==> config.mk <==
export PLATFORM = sky130hd
export DESIGN_NAME = regfile_wb_arbiter
export DESIGN_NICKNAME = d
export VERILOG_FILES = /design/src/rtl/regfile_ctrl_pkg.sv /design/src/rtl/regfile_wb_arbiter_if.sv /design/src/rtl/wb_grant_sel.sv /design/src/rtl/regfile_wb_arbiter.sv
export SDC_FILE = /design/constraint.sdc
export NUM_CORES = 1
export LEC_CHECK = 0
export CORE_MARGIN = 2
export CORE_UTILIZATION = 41
export DETAILED_ROUTE_END_ITERATION = 16
export PLACE_DENSITY = 0.77
export SETUP_SLACK_MARGIN = 0.4
export SKIP_CTS_REPAIR_TIMING = 1
export SYNTH_ARGS = -nofsm -noshare
export SYNTH_HDL_FRONTEND = slang
export SYNTH_SLANG_ARGS = --single-unit
==> constraint.sdc <==
create_clock -name clk_i -period 2.5 [get_ports clk_i]
set_clock_uncertainty 0.1 [all_clocks]
set_input_delay 0.25 -clock clk_i [delete_from_list [all_inputs] [get_ports clk_i]]
set_output_delay 0.25 -clock clk_i [all_outputs]
set_load 0.02 [all_outputs]
==> src/rtl/regfile_ctrl_pkg.sv <==
// rtl/regfile_ctrl_pkg.sv - shared constants and state encoding for the writeback arbiter
package regfile_ctrl_pkg;
    localparam int NUM_REQ  = 3;
    localparam int IDX_W    = 2;
    localparam int ADDR_W   = 5;
    localparam int DATA_W   = 32;
    localparam int NUM_REGS = 32;

    localparam logic [IDX_W-1:0] REQ_ALU    = 2'd0;
    localparam logic [IDX_W-1:0] REQ_LSU    = 2'd1;
    localparam logic [IDX_W-1:0] REQ_MULDIV = 2'd2;

    typedef enum logic {
        ST_RUN   = 1'b0,
        ST_DRAIN = 1'b1
    } wb_state_e;

    function automatic logic [IDX_W-1:0] req_wrap(input int v);
        int r;
        r = v % NUM_REQ;
        return r[IDX_W-1:0];
    endfunction
endpackage

==> src/rtl/regfile_wb_arbiter_if.sv <==
// rtl/regfile_wb_arbiter_if.sv - request/grant bundle between the arbiter and its grant selector
interface regfile_wb_arbiter_if;
    import regfile_ctrl_pkg::*;

    logic [NUM_REQ-1:0] valid;
    logic               en;
    logic [NUM_REQ-1:0] gnt;
    logic [IDX_W-1:0]   gnt_idx;

    modport master (output valid, output en, input gnt, input gnt_idx);
    modport slave  (input valid, input en, output gnt, output gnt_idx);
endinterface

==> src/rtl/wb_grant_sel.sv <==
// rtl/wb_grant_sel.sv - one-hot writeback grant; fixed 0>1>2, or round-robin with WB_ROUND_ROBIN_EN
module wb_grant_sel
    import regfile_ctrl_pkg::*;
(
`ifdef WB_ROUND_ROBIN_EN
    input  logic                 clk_i,
    input  logic                 rst_n_i,
`endif
    regfile_wb_arbiter_if.slave  bus
);
    logic [IDX_W-1:0] w_cand;
    logic             w_found;

`ifdef WB_ROUND_ROBIN_EN
    // Pointer holds the last granted requester; reset value makes the first search start at 0.
    logic [IDX_W-1:0] r_ptr;

    always_ff @(posedge clk_i or negedge rst_n_i) begin
        if (!rst_n_i) begin
            r_ptr <= REQ_MULDIV;
        end else if (w_found) begin
            r_ptr <= bus.gnt_idx;
        end
    end
`endif

    always_comb begin
        bus.gnt     = '0;
        bus.gnt_idx = REQ_ALU;
        w_found     = 1'b0;
        w_cand      = REQ_ALU;
        for (int i = 0; i < NUM_REQ; i++) begin
`ifdef WB_ROUND_ROBIN_EN
            w_cand = req_wrap(int'(r_ptr) + 1 + i);
`else
            w_cand = req_wrap(i);
`endif
            if (bus.en && !w_found && bus.valid[w_cand]) begin
                w_found          = 1'b1;
                bus.gnt[w_cand]  = 1'b1;
                bus.gnt_idx      = w_cand;
            end
        end
    end
endmodule

==> src/rtl/regfile_wb_arbiter.sv <==
// rtl/regfile_wb_arbiter.sv - writeback arbiter, register-file write port and pending scoreboard (WB_ROUND_ROBIN_EN selects round-robin)
module regfile_wb_arbiter
    import regfile_ctrl_pkg::*;
(
    input  logic                        clk_i,
    input  logic                        rst_n_i,
    input  logic [NUM_REQ-1:0]          req_valid_i,
    input  logic [NUM_REQ*ADDR_W-1:0]   req_rd_i,
    input  logic [NUM_REQ*DATA_W-1:0]   req_data_i,
    output logic [NUM_REQ-1:0]          req_ready_o,
    input  logic                        issue_valid_i,
    input  logic [ADDR_W-1:0]           issue_rd_i,
    input  logic [ADDR_W-1:0]           RS1_address_i,
    input  logic [ADDR_W-1:0]           RS2_address_i,
    output logic                        RS1_busy_o,
    output logic                        RS2_busy_o,
    input  logic                        flush_i,
    output logic                        flush_done_o,
    output logic                        RegWrite_o,
    output logic [ADDR_W-1:0]           RD_address_o,
    output logic [DATA_W-1:0]           RD_data_o,
    output logic [NUM_REGS-1:0]         pending_o
);
    wb_state_e           r_state;
    logic                r_flush_done;
    logic                r_reg_write;
    logic [ADDR_W-1:0]   r_rd_addr;
    logic [DATA_W-1:0]   r_rd_data;
    logic [NUM_REGS-1:0] r_pending;

    logic                w_xfer;
    logic                w_commit;
    logic [ADDR_W-1:0]   w_sel_rd;
    logic [DATA_W-1:0]   w_sel_data;
    logic [NUM_REGS-1:0] w_pending_nxt;

    regfile_wb_arbiter_if w_bus ();

    // Gating with rst_n_i keeps ready low for the whole reset, not just after the first edge.
    assign w_bus.valid = req_valid_i;
    assign w_bus.en    = rst_n_i && (r_state == ST_RUN);

    wb_grant_sel u_sel (
`ifdef WB_ROUND_ROBIN_EN
        .clk_i   (clk_i),
        .rst_n_i (rst_n_i),
`endif
        .bus     (w_bus)
    );

    assign req_ready_o = w_bus.gnt;
    assign w_xfer      = |w_bus.gnt;

    always_comb begin
        w_sel_rd   = req_rd_i[ADDR_W-1:0];
        w_sel_data = req_data_i[DATA_W-1:0];
        case (w_bus.gnt_idx)
            REQ_LSU: begin
                w_sel_rd   = req_rd_i[2*ADDR_W-1:ADDR_W];
                w_sel_data = req_data_i[2*DATA_W-1:DATA_W];
            end
            REQ_MULDIV: begin
                w_sel_rd   = req_rd_i[3*ADDR_W-1:2*ADDR_W];
                w_sel_data = req_data_i[3*DATA_W-1:2*DATA_W];
            end
            default: ;
        endcase
    end

    // x0 writes are accepted from the requester but never reach the register file.
    assign w_commit = w_xfer && (w_sel_rd != '0);

    // Set after clear so a same-edge issue to the retiring address stays pending.
    always_comb begin
        w_pending_nxt = r_pending;
        if (r_reg_write) begin
            w_pending_nxt[r_rd_addr] = 1'b0;
        end
        if (issue_valid_i && (issue_rd_i != '0) && (r_state == ST_RUN)) begin
            w_pending_nxt[issue_rd_i] = 1'b1;
        end
        if (r_state == ST_DRAIN) begin
            w_pending_nxt = '0;
        end
        w_pending_nxt[0] = 1'b0;
    end

    always_ff @(posedge clk_i or negedge rst_n_i) begin
        if (!rst_n_i) begin
            r_state      <= ST_RUN;
            r_flush_done <= 1'b0;
            r_reg_write  <= 1'b0;
            r_rd_addr    <= '0;
            r_rd_data    <= '0;
            r_pending    <= '0;
        end else begin
            r_reg_write <= w_commit;
            if (w_commit) begin
                r_rd_addr <= w_sel_rd;
                r_rd_data <= w_sel_data;
            end
            r_pending <= w_pending_nxt;
            case (r_state)
                ST_RUN: begin
                    if (flush_i) begin
                        r_state      <= ST_DRAIN;
                        r_flush_done <= 1'b1;
                    end else begin
                        r_flush_done <= 1'b0;
                    end
                end
                ST_DRAIN: begin
                    r_state      <= ST_RUN;
                    r_flush_done <= 1'b0;
                end
                default: begin
                    r_state      <= ST_RUN;
                    r_flush_done <= 1'b0;
                end
            endcase
        end
    end

    assign RegWrite_o   = r_reg_write;
    assign RD_address_o = r_rd_addr;
    assign RD_data_o    = r_rd_data;
    assign pending_o    = r_pending;
    assign flush_done_o = r_flush_done;
    assign RS1_busy_o   = r_pending[RS1_address_i];
    assign RS2_busy_o   = r_pending[RS2_address_i];
endmodule

==> flow_metrics.py <==
metrics = {
    "status": {
        "status": "complete, but fails checks",
        "violations": "setup timing",
    },
    "worst_setup_path": {
        "rr_startpoint": "flush_done_o$_DFF_PN0_",
        "path_buf_inv": 1,
        "start_kind": "flip-flop",
        "rrSetupSlack_ns": 0.44,
        "crit_path_start": "pending_o[31]$_DFF_PN0_",
        "cp.arrival_ns": 2.15,
        "endpoint_kind": "primary output",
        "path_cells": "mux4_2, mux4_2, mux2_4, buf_6",
        "cp_top_family": "multiplexers",
        "worstPathMaxFanout": 3,
        "worst_path_most_repeated_cell": "mux4_2",
        "critPathSlowestCell": "mux4_2",
        "worst_path_largest_cell_delay_ns": 0.48,
        "worstSetupPathType": "flip-flop to primary output",
        "worstPathRequired_ns": 2.15,
    },
    "global_route": {
        "grt_start_max_net_pins": 43,
        "first_global_vias": 4493,
        "antenna_found_initial": 0,
        "grt_pass1_wl_um": 23400,
        "grt_overflow_total": 0,
        "grt_usage_pct": 26.9,
    },
    "synth": {
        "syn_nets": 569,
        "async_flop_share_pct": 100,
        "synthAdderAreaFrac_pct": 0,
        "ys_warn_count": 0,
        "syn_avg_cell_area_um2": 9.90,
        "synthXorXnorAreaFrac_pct": 0,
        "synth_cells": 436,
        "synth_edf_count": 0,
        "muxShareOfSynthArea_pct": 21.9,
        "yosys.area_share.simple_pct": 12.9,
        "syn_area_mm2": 0.00432,
        "synth_top_family_by_area": "multiplexers",
        "synth_seq_cells": 70,
        "synth_top_flop_cell": "dfrtp_1",
        "ys_types": 40,
        "ys_seq_area_share_pct": 40.6,
        "synth_compound_area_share_pct": 20.0,
    },
    "route": {
        "vias": 4482,
        "wl_um": 15700,
        "drt_pre_antenna_iters": 7,
        "ant_nets": 0,
        "drc_errors": 0,
        "via_per_inst": 5.58,
        "wl_per_cell_um": 19.6,
        "drtIter0Drc": 320,
    },
    "pwr": {
        "powerDensity_mw_per_mm2": 540,
        "worst_ir_drop_vdd_v": 0.000310,
        "p_leak_nw": 3.03,
        "total_power_mw": 3.85,
    },
    "clock_tree": {
        "root_buffer": "clkbuf_8",
        "clk_pin_slew_ns": 0.08,
        "cts_inserted_buffers": 9,
        "cts.sinks": 70,
        "cts_tree": "done",
        "cts_buffer_depth": 2,
        "clock_latency_ns": 0.36,
        "cts_max_level": 3,
    },
    "place": {
        "gp_congestion": 0.932,
        "portBuffers": 207,
        "hpwl_um": 11800,
        "dp_cells": 780,
    },
    "floorplanning": {
        "die_h_um": 107,
        "rows": 37,
        "dieWidth_um": 107,
        "io_pins": 209,
        "start_util_pct": 42.0,
        "die-area_mm2": 0.0114,
        "core_mm2": 0.0103,
    },
    "layout": {
        "final_cell_mix": "clkdlybuf4s50_1 (196), nand2_1 (74), o21ai_0 (70)",
        "area.growth.synth_to_final_pct": 64.9,
        "layout-drive-gt1-share_pct": 19.2,
        "nets": 795,
        "final_common_cell": "clkdlybuf4s50_1",
        "nFillCells": 794,
        "instances_no_fill": 803,
        "n_antenna_cell": 0,
    },
    "sta": {
        "maxSlewViolCount": 0,
        "rsz0062_at_grt": "yes",
        "layout_min_cycle_time_ns": 2.50,
        "slew_headroom_pct": 60.6,
        "holdWs_ns": 0.247,
        "setup_violations": 2,
        "tightestPinTransition_ns": 0.589,
        "fmax_mhz": 399,
        "setup_slack_ns": -0.00476,
        "finalHoldViolCount": 0,
        "period_share_pct": 100,
    },
    "flow_run": {
        "max_cap_viol_count": 0,
    },
    "min_path": {
        "hp-start": "rst_n_i",
        "min_path_type": "input port to flip-flop",
    },
}
## worst paths after layout
check / cells after the start / endpoint
hold reg to reg: 1 / RD_data_o[6]$_DFFE_PN0P_
hold / removal: 4 / RD_address_o[1]$_DFFE_PN0P_
max in group asynchronous: 3 / pending_o[24]$_DFF_PN0_
setup / recovery: 4 / RS1_busy_o
setup reg to reg: 7 / RD_data_o[22]$_DFFE_PN0P_
min in group asynchronous: 3 / RD_data_o[23]$_DFFE_PN0P_
## per-stage QoR
stage | setup TNS (ns) | setup slack [ns] | util (%) | cell area, um2
after global placement | -1.04 | -0.525 | 65.4 | 6730
after detailed placement | -1.04 | -0.521 | 65.4 | 6730
after global routing | -0.0838 | -0.0421 | 69.3 | 7120
after CTS | -1.07 | -0.539 | 67.6 | 6950
after floorplan | 0 | 0.250 | - | 4330
final | -0.00888 | -0.00476 | 69.3 | 7120
## logic make-up after synthesis
| logic type | Yosys count |
|---|---|
| buffers and inverters | 41 |
| and+or+nand+nor | 119 |
| muxes | 57 |
| DFF | 70 |
| other | 1 |
| AOI/OAI and AO/OA | 148 |
## cell type report
cell class	count	area (um2)	area share (%)
Clock inverter	6	85.1	1.20
Multi-Input combinational cell	325	2400	33.7
Tap cell	136	170	2.39
Sequential cell	70	1750	24.6
Timing Repair Buffer	252	2560	36.0
Clock buffer	10	138	1.93
Inverter	4	15.0	0.211
## sequential cells by signal, indices dropped and copies added, names as in the netlist
signal / count
RD_data_o: 32
pending_o: 31
RD_address_o: 5
RegWrite_o: 1
flush_done_o: 1
## power breakdown
group	switching, mW	internal [mW]	total, mW	leakage (nW)
clock network	0.457	0.585	1.04	0.108
registers	0.141	1.28	1.43	0.893
logic	0.602	0.776	1.38	2.02
## synth_stat cells, types with 2 or more instances
library cell	n	area (um2)
mux2_4	27	405
buf_2	7	35.0
mux4_2	18	405
dfrtp_1	70	1750
mux2_2	11	124
or3_1	2	12.5
nor3b_1	4	30.0
o21ai_0	70	350
buf_6	4	45.0
and2_1	6	37.5
nand3b_1	2	15.0
a21oi_1	34	170
and3b_1	2	17.5
inv_1	4	15.0
nand2_1	74	278
nor2b_1	5	31.3
or4_1	2	15.0
a22oi_1	36	270
nor2_1	6	22.5
clkbuf_1	23	86.3
buf_1	2	7.51
nand3_1	9	45.0
## worst register-to-register path: stages, from the launching register on
cell      delay (ns)
dfrtp_2         0.45
nor2b_4         0.16
nand2b_1        0.09
a211o_1         0.33
a31oi_4         0.20
buf_12          0.15
buf_12          0.16
mux2_4          0.31
## routing by layer
metal  GRT usage (%)  routed length, um  vias to the layer above
met4            9.09                235                        0
met1            29.8               5580                     2158
li1                -                  -                     2051
met2            49.0               8410                      248
met3            7.90               1480                       25
met5               0                  0                        -
Power figures use the tool's default switching activity.
